--- src/rtl/uart_rx.sv ---
// 8N1 UART receiver clocked at 16x the baud rate. Each bit is recovered by a
// 2-of-3 majority vote over the samples at counts 7, 8 and 9 of the bit.
// Good frames update o_data and pulse o_rx_done. A low stop bit pulses
// o_frame_err and leaves o_data unchanged.
module uart_rx (
  input  logic       i_clk,
  input  logic       i_reset,
  input  logic       i_rx,
  output logic [7:0] o_data,
  output logic       o_rx_done,
  output logic       o_frame_err,
  output logic       o_busy
);

  typedef enum logic [1:0] {StIdle, StStart, StData, StStop} state_e;

  state_e     state_q;
  logic       rx_s1_q;
  logic       rx_s2_q;
  logic       rx_prev_q;
  logic [3:0] cnt16_q;
  logic [2:0] bit_cnt_q;
  logic [7:0] shift_q;
  logic [2:0] samp_q;
  logic [7:0] data_q;
  logic       done_q;
  logic       err_q;
  logic       busy_q;

  logic       start_det;
  logic       bit_maj;
  logic       stop_maj;

  // A start is a 1->0 transition on the synchronised line, so a line held low
  // (break) never restarts the receiver.
  assign start_det = ~rx_s2_q & rx_prev_q;

  // Majority of the three stored mid-bit samples, used at the end of a bit.
  assign bit_maj = (samp_q[0] & samp_q[1]) | (samp_q[0] & samp_q[2]) |
                   (samp_q[1] & samp_q[2]);

  // The stop bit is decided at count 9, so the third sample is the live input.
  assign stop_maj = (samp_q[0] & samp_q[1]) | (samp_q[0] & rx_s2_q) |
                    (samp_q[1] & rx_s2_q);

  // Two-flop synchroniser plus one cycle of edge history; reset to idle-high.
  always_ff @(posedge i_clk) begin
    if (i_reset) begin
      rx_s1_q   <= 1'b1;
      rx_s2_q   <= 1'b1;
      rx_prev_q <= 1'b1;
    end else begin
      rx_s1_q   <= i_rx;
      rx_s2_q   <= rx_s1_q;
      rx_prev_q <= rx_s2_q;
    end
  end

  // Receive FSM with counters, sample capture and registered outputs.
  always_ff @(posedge i_clk) begin
    if (i_reset) begin
      state_q   <= StIdle;
      cnt16_q   <= 4'd0;
      bit_cnt_q <= 3'd0;
      shift_q   <= 8'h00;
      samp_q    <= 3'b111;
      data_q    <= 8'h00;
      done_q    <= 1'b0;
      err_q     <= 1'b0;
      busy_q    <= 1'b0;
    end else begin
      done_q <= 1'b0;
      err_q  <= 1'b0;

      if (state_q != StIdle) begin
        case (cnt16_q)
          4'd7:    samp_q[0] <= rx_s2_q;
          4'd8:    samp_q[1] <= rx_s2_q;
          4'd9:    samp_q[2] <= rx_s2_q;
          default: ;
        endcase
      end

      unique case (state_q)
        StIdle: begin
          cnt16_q   <= 4'd0;
          bit_cnt_q <= 3'd0;
          if (start_det) begin
            state_q <= StStart;
            busy_q  <= 1'b1;
          end
        end

        StStart: begin
          cnt16_q <= cnt16_q + 4'd1;
          if (cnt16_q == 4'd15) begin
            if (!bit_maj) begin
              state_q <= StData;
            end else begin
              // Start bit did not hold low at mid-bit: treat as a glitch.
              state_q <= StIdle;
              busy_q  <= 1'b0;
            end
          end
        end

        StData: begin
          cnt16_q <= cnt16_q + 4'd1;
          if (cnt16_q == 4'd15) begin
            // LSB arrives first, so shifting right leaves bit 0 first-received.
            shift_q <= {bit_maj, shift_q[7:1]};
            if (bit_cnt_q == 3'd7) begin
              state_q   <= StStop;
              bit_cnt_q <= 3'd0;
            end else begin
              bit_cnt_q <= bit_cnt_q + 3'd1;
            end
          end
        end

        StStop: begin
          // Leave early at count 9 so a start bit directly after the stop bit
          // still finds the FSM idle once the synchroniser delay is absorbed.
          if (cnt16_q == 4'd9) begin
            cnt16_q <= 4'd0;
            state_q <= StIdle;
            busy_q  <= 1'b0;
            if (stop_maj) begin
              data_q <= shift_q;
              done_q <= 1'b1;
            end else begin
              err_q <= 1'b1;
            end
          end else begin
            cnt16_q <= cnt16_q + 4'd1;
          end
        end

        default: state_q <= StIdle;
      endcase
    end
  end

  assign o_data      = data_q;
  assign o_rx_done   = done_q;
  assign o_frame_err = err_q;
  assign o_busy      = busy_q;

endmodule
--- config.mk ---
export PLATFORM = sky130hd
export DESIGN_NAME = uart_rx
export DESIGN_NICKNAME = d
export VERILOG_FILES = /design/src/rtl/uart_rx.sv
export SDC_FILE = /design/constraint.sdc
export NUM_CORES = 1
export LEC_CHECK = 0
export CORE_MARGIN = 10
export CORE_UTILIZATION = 47
export CTS_CLUSTER_SIZE = 20
export DETAILED_ROUTE_END_ITERATION = 7
export DONT_BUFFER_PORTS = 1
export PLACE_DENSITY = 0.6
export SLEW_MARGIN = 20
export SYNTH_ARGS = -nofsm -noshare
export SYNTH_HDL_FRONTEND = slang
export SYNTH_SLANG_ARGS = --single-unit
--- constraint.sdc ---
create_clock -name i_clk -period 4.31 [get_ports i_clk]
set_input_delay 0.6465 -clock i_clk [delete_from_list [all_inputs] [get_ports i_clk]]
set_output_delay 0.6465 -clock i_clk [all_outputs]
set_load 0.005 [all_outputs]
==> summary.txt <==
Cells and area
  – Share of layout cells above drive strength 1: around 10%
  – Layout net count: between 150 and 200
  – Filler cells: 315
  – Commonest non-fill, non-tap cell in the layout: dfxtp_1
  – Synth-to-Final Area Change: 4.91%
  – Fin area: between 1500 and 2000 um^2
  – N_diodes: 0
  – Most frequent cells in the layout: dfxtp_1 (34), nand2_1 (23), nor2_1 (18)
  – Core Util, Final: slightly above 50%

Clock tree
  – Reg clk slew, reported paths: 110 ps
  – Worst-case clock buffer depth: 2
  – Worst skew pair latency: between 300 and 400 ps
  – CTS tree: done
  – Post_cts resized: 0
  – Clock sinks: 34
  – Hold-fix buffers, CTS: 0
  – H-tree levels: 2
  – Setup bufs post-CTS: 0
  – Root Driver: clkbuf_4
  – TritonCTS buffer count: 5

Synthesis
  – Mean post-synth cell area: between 9 and 10 um^2
  – Synth top area share: between 40% and 50%
  – Mapped Area: between 1000 and 1500 um^2
  – Netlist cell types: 34
  – Synth top area cells: dfxtp_1 (47%), ha_1 (8.6%), mux2i_1 (6.9%), nand2_1 (5.9%), nor2_1 (4.7%)
  – Cells after Synth: about 160
  – Post-synthesis net count: ~170
  – Synthesis warning total: 0
  – FF+latch count, synth: 34
  – Seq/Total Area, Yosys: 46.9%
  – Largest area contributor in the netlist: dfxtp_1

Worst setup path
  – Cells on worst reg2reg path: 6
  – Worst Path Max Fanout: 5
  – Critical path arrival: ~2000 ps
  – CP Class: reg2reg
  – Worst endpoint required time: 4530 ps
  – Critical Path Source Type: register
  – Flop-to-flop setup slack: 2520 ps
  – Critical Path Sink Type: register

STA
  – Fmax: 558 MHz
  – Slew headroom: around 52%
  – Hold Fails Final Rpt: 0
  – TNS Setup: 0 ps
  – RSZ-0062 raised after global routing: false
  – Final Max Tran Viols: 0
  – Final worst path period need: 1790 ps
  – Slew @ Worst Pin: around 720 ps
  – Final period util: roughly 42%
  – Clock skew: roughly 11 ps
  – Setup violators final: 0

Hold path
  – Hold_sp: i_reset
  – WHS Path Cells: 1
  – Hold Crit Class: in2reg
  – Hold endpoint: o_busy$_SDFFE_PP0P_

Route
  – TritonRoute pass-1 iters: 4
  – DR vias: between 1000 and 1500
  – Antenna-violating nets left: 0
  – Post-Route WL: 2700 um
  – Routed len/inst: 14.0 um
  – Drc violations: 0
  – DRT iter0 DRCs: 72
  – Post-DR vias/cell: 5.41

Placement
  – Hpwl dp: ~1900 um
  – PortBufs: 0
  – Placed Area: ~1500 um^2
  – Placer congestion estimate: a little over 0.8

Floorplan
  – Die W: 75.6 um
  – Starting Density: 48.4%
  – Die ar.: about 5700 um^2
  – FP Rows: 20
  – Core region area: between 3000 and 4000 um^2
  – Die Y: 75.6 um
  – I/O pins: 14

Pwr
  – Cell Pwr Density: roughly 350 nW/um^2
  – Static Leak: slightly below 0.6 nW
  – Maximum VDD drop: roughly 0.00021 V
  – Tot Pwr: ~0.00054 W

Global route
  – Gr usage total: a little over a tenth
  – Vias in the first global route: 998
  – Gr ovfl total: 0
  – Pin count of the biggest net entering global routing: 30
  – First-pass GRT wire length: 4560 um
  – Antenna violations before repair: 0

Outcome
  – Outcome: finished clean

Flow run
  – Max capacitance violation total: 0
-- cell type report --
class	count	area [um^2]	share of cell area [%]
clock inverter	2	12.5	0.821
clock buffer	6	51.3	3.37
tap	33	41.3	2.71
sequential	34	681	44.7
multi-input combinational	110	708	46.5
inverter	8	30.0	1.97
-- synthesized netlist by cell type (all sizes together) --
cell     number
nor3b         1
nand4bb       1
ha           10
xor2          1
nor2         18
nand2b        1
maj3          2
xnor2         1
nor3          5
dfxtp        34
nand3b        1
nand3         5
or2           4
clkbuf        4
and4bb        1
inv           8
o311a         1
a41oi         1
nand2        23
or3           2
a21oi        11
mux2          1
nor4          1
mux2i        10
a31oi         1
and3b         1
nand4         1
a32o          1
nand4b        1
buf           2
o21ai         4
-- worst max path at each step --
stage / from / slack (ps) / cells after the start / endpoint
6_report: register / 2520 / 6 / register
3_3_place_gp: state_q[0]$_SDFFE_PP0P_ / 2610 / 5 / register
4_1_cts: register / 2530 / 6 / register
2_1_floorplan: register / 2650 / 6 / register
3_5_place_dp: register / 2540 / 6 / register
5_1_grt: state_q[0]$_SDFFE_PP0P_ / 2230 / 6 / bit_cnt_q[0]$_SDFFE_PP0P_
-- critical path: stages, from the launching register on --
cell       delay [ps]
dfxtp_1           370
inv_1             100
ha_1              210
nand4bb_1         180
a32o_1            310
nor3_1            170
mux2_2            350
-- per-stage QoR --
stage                     cells  hold slack, ps  setup WS, ps
final                       193             366          2520
after global routing        193             334          2230
after CTS                   193             352          2530
after detailed placement    185             401          2540
after global placement      185             397          2610
after floorplan             158             389          2650
-- state kept, by name, summed over array words and instances (netlist names), named ones only --
name,cells
cnt16_q,4
rx_s2_q,1
shift_q,8
o_data,8
o_busy,1
o_frame_err,1
o_rx_done,1
bit_cnt_q,3
state_q,1
samp_q,3
rx_prev_q,1
rx_s1_q,1
-- where the power goes --
part	internal [W]	total, W	leakage [nW]	switching [W]
Combinational	0.0000132	0.0000302	0.287	0.0000170
Clock	0.0000784	0.000185	0.0343	0.000106
Sequential	0.000319	0.000323	0.275	0.00000406
Total	0.000410	0.000538	0.596	0.000127
-- cells by family (layout without fill, tap and decap cells) --
kind of cell    Yosys count  after routing  synth area share (%)
mux                      11             11                  7.67
buf+inv                  14             16                  4.39
xor+xnor                  2              2                  1.21
flops                    34             34                  46.9
simple gates             66             66                  22.2
fa+ha+maj                12             12                  9.99
compound gates           19             19                  7.67
-- per-layer routing --
| metal | vias up | GRT usage [%] | wire, um |
|---|---|---|---|
| li1 | 534 | - | - |
| met1 | 475 | 12.5 | 1220 |
| met2 | 31 | 16.1 | 1240 |
| met3 | 5 | 3.91 | 206 |
| met4 | 0 | 4.95 | 38 |
| met5 | - | 0 | 0 |
No activity file was read; power rests on OpenSTA's default activity.
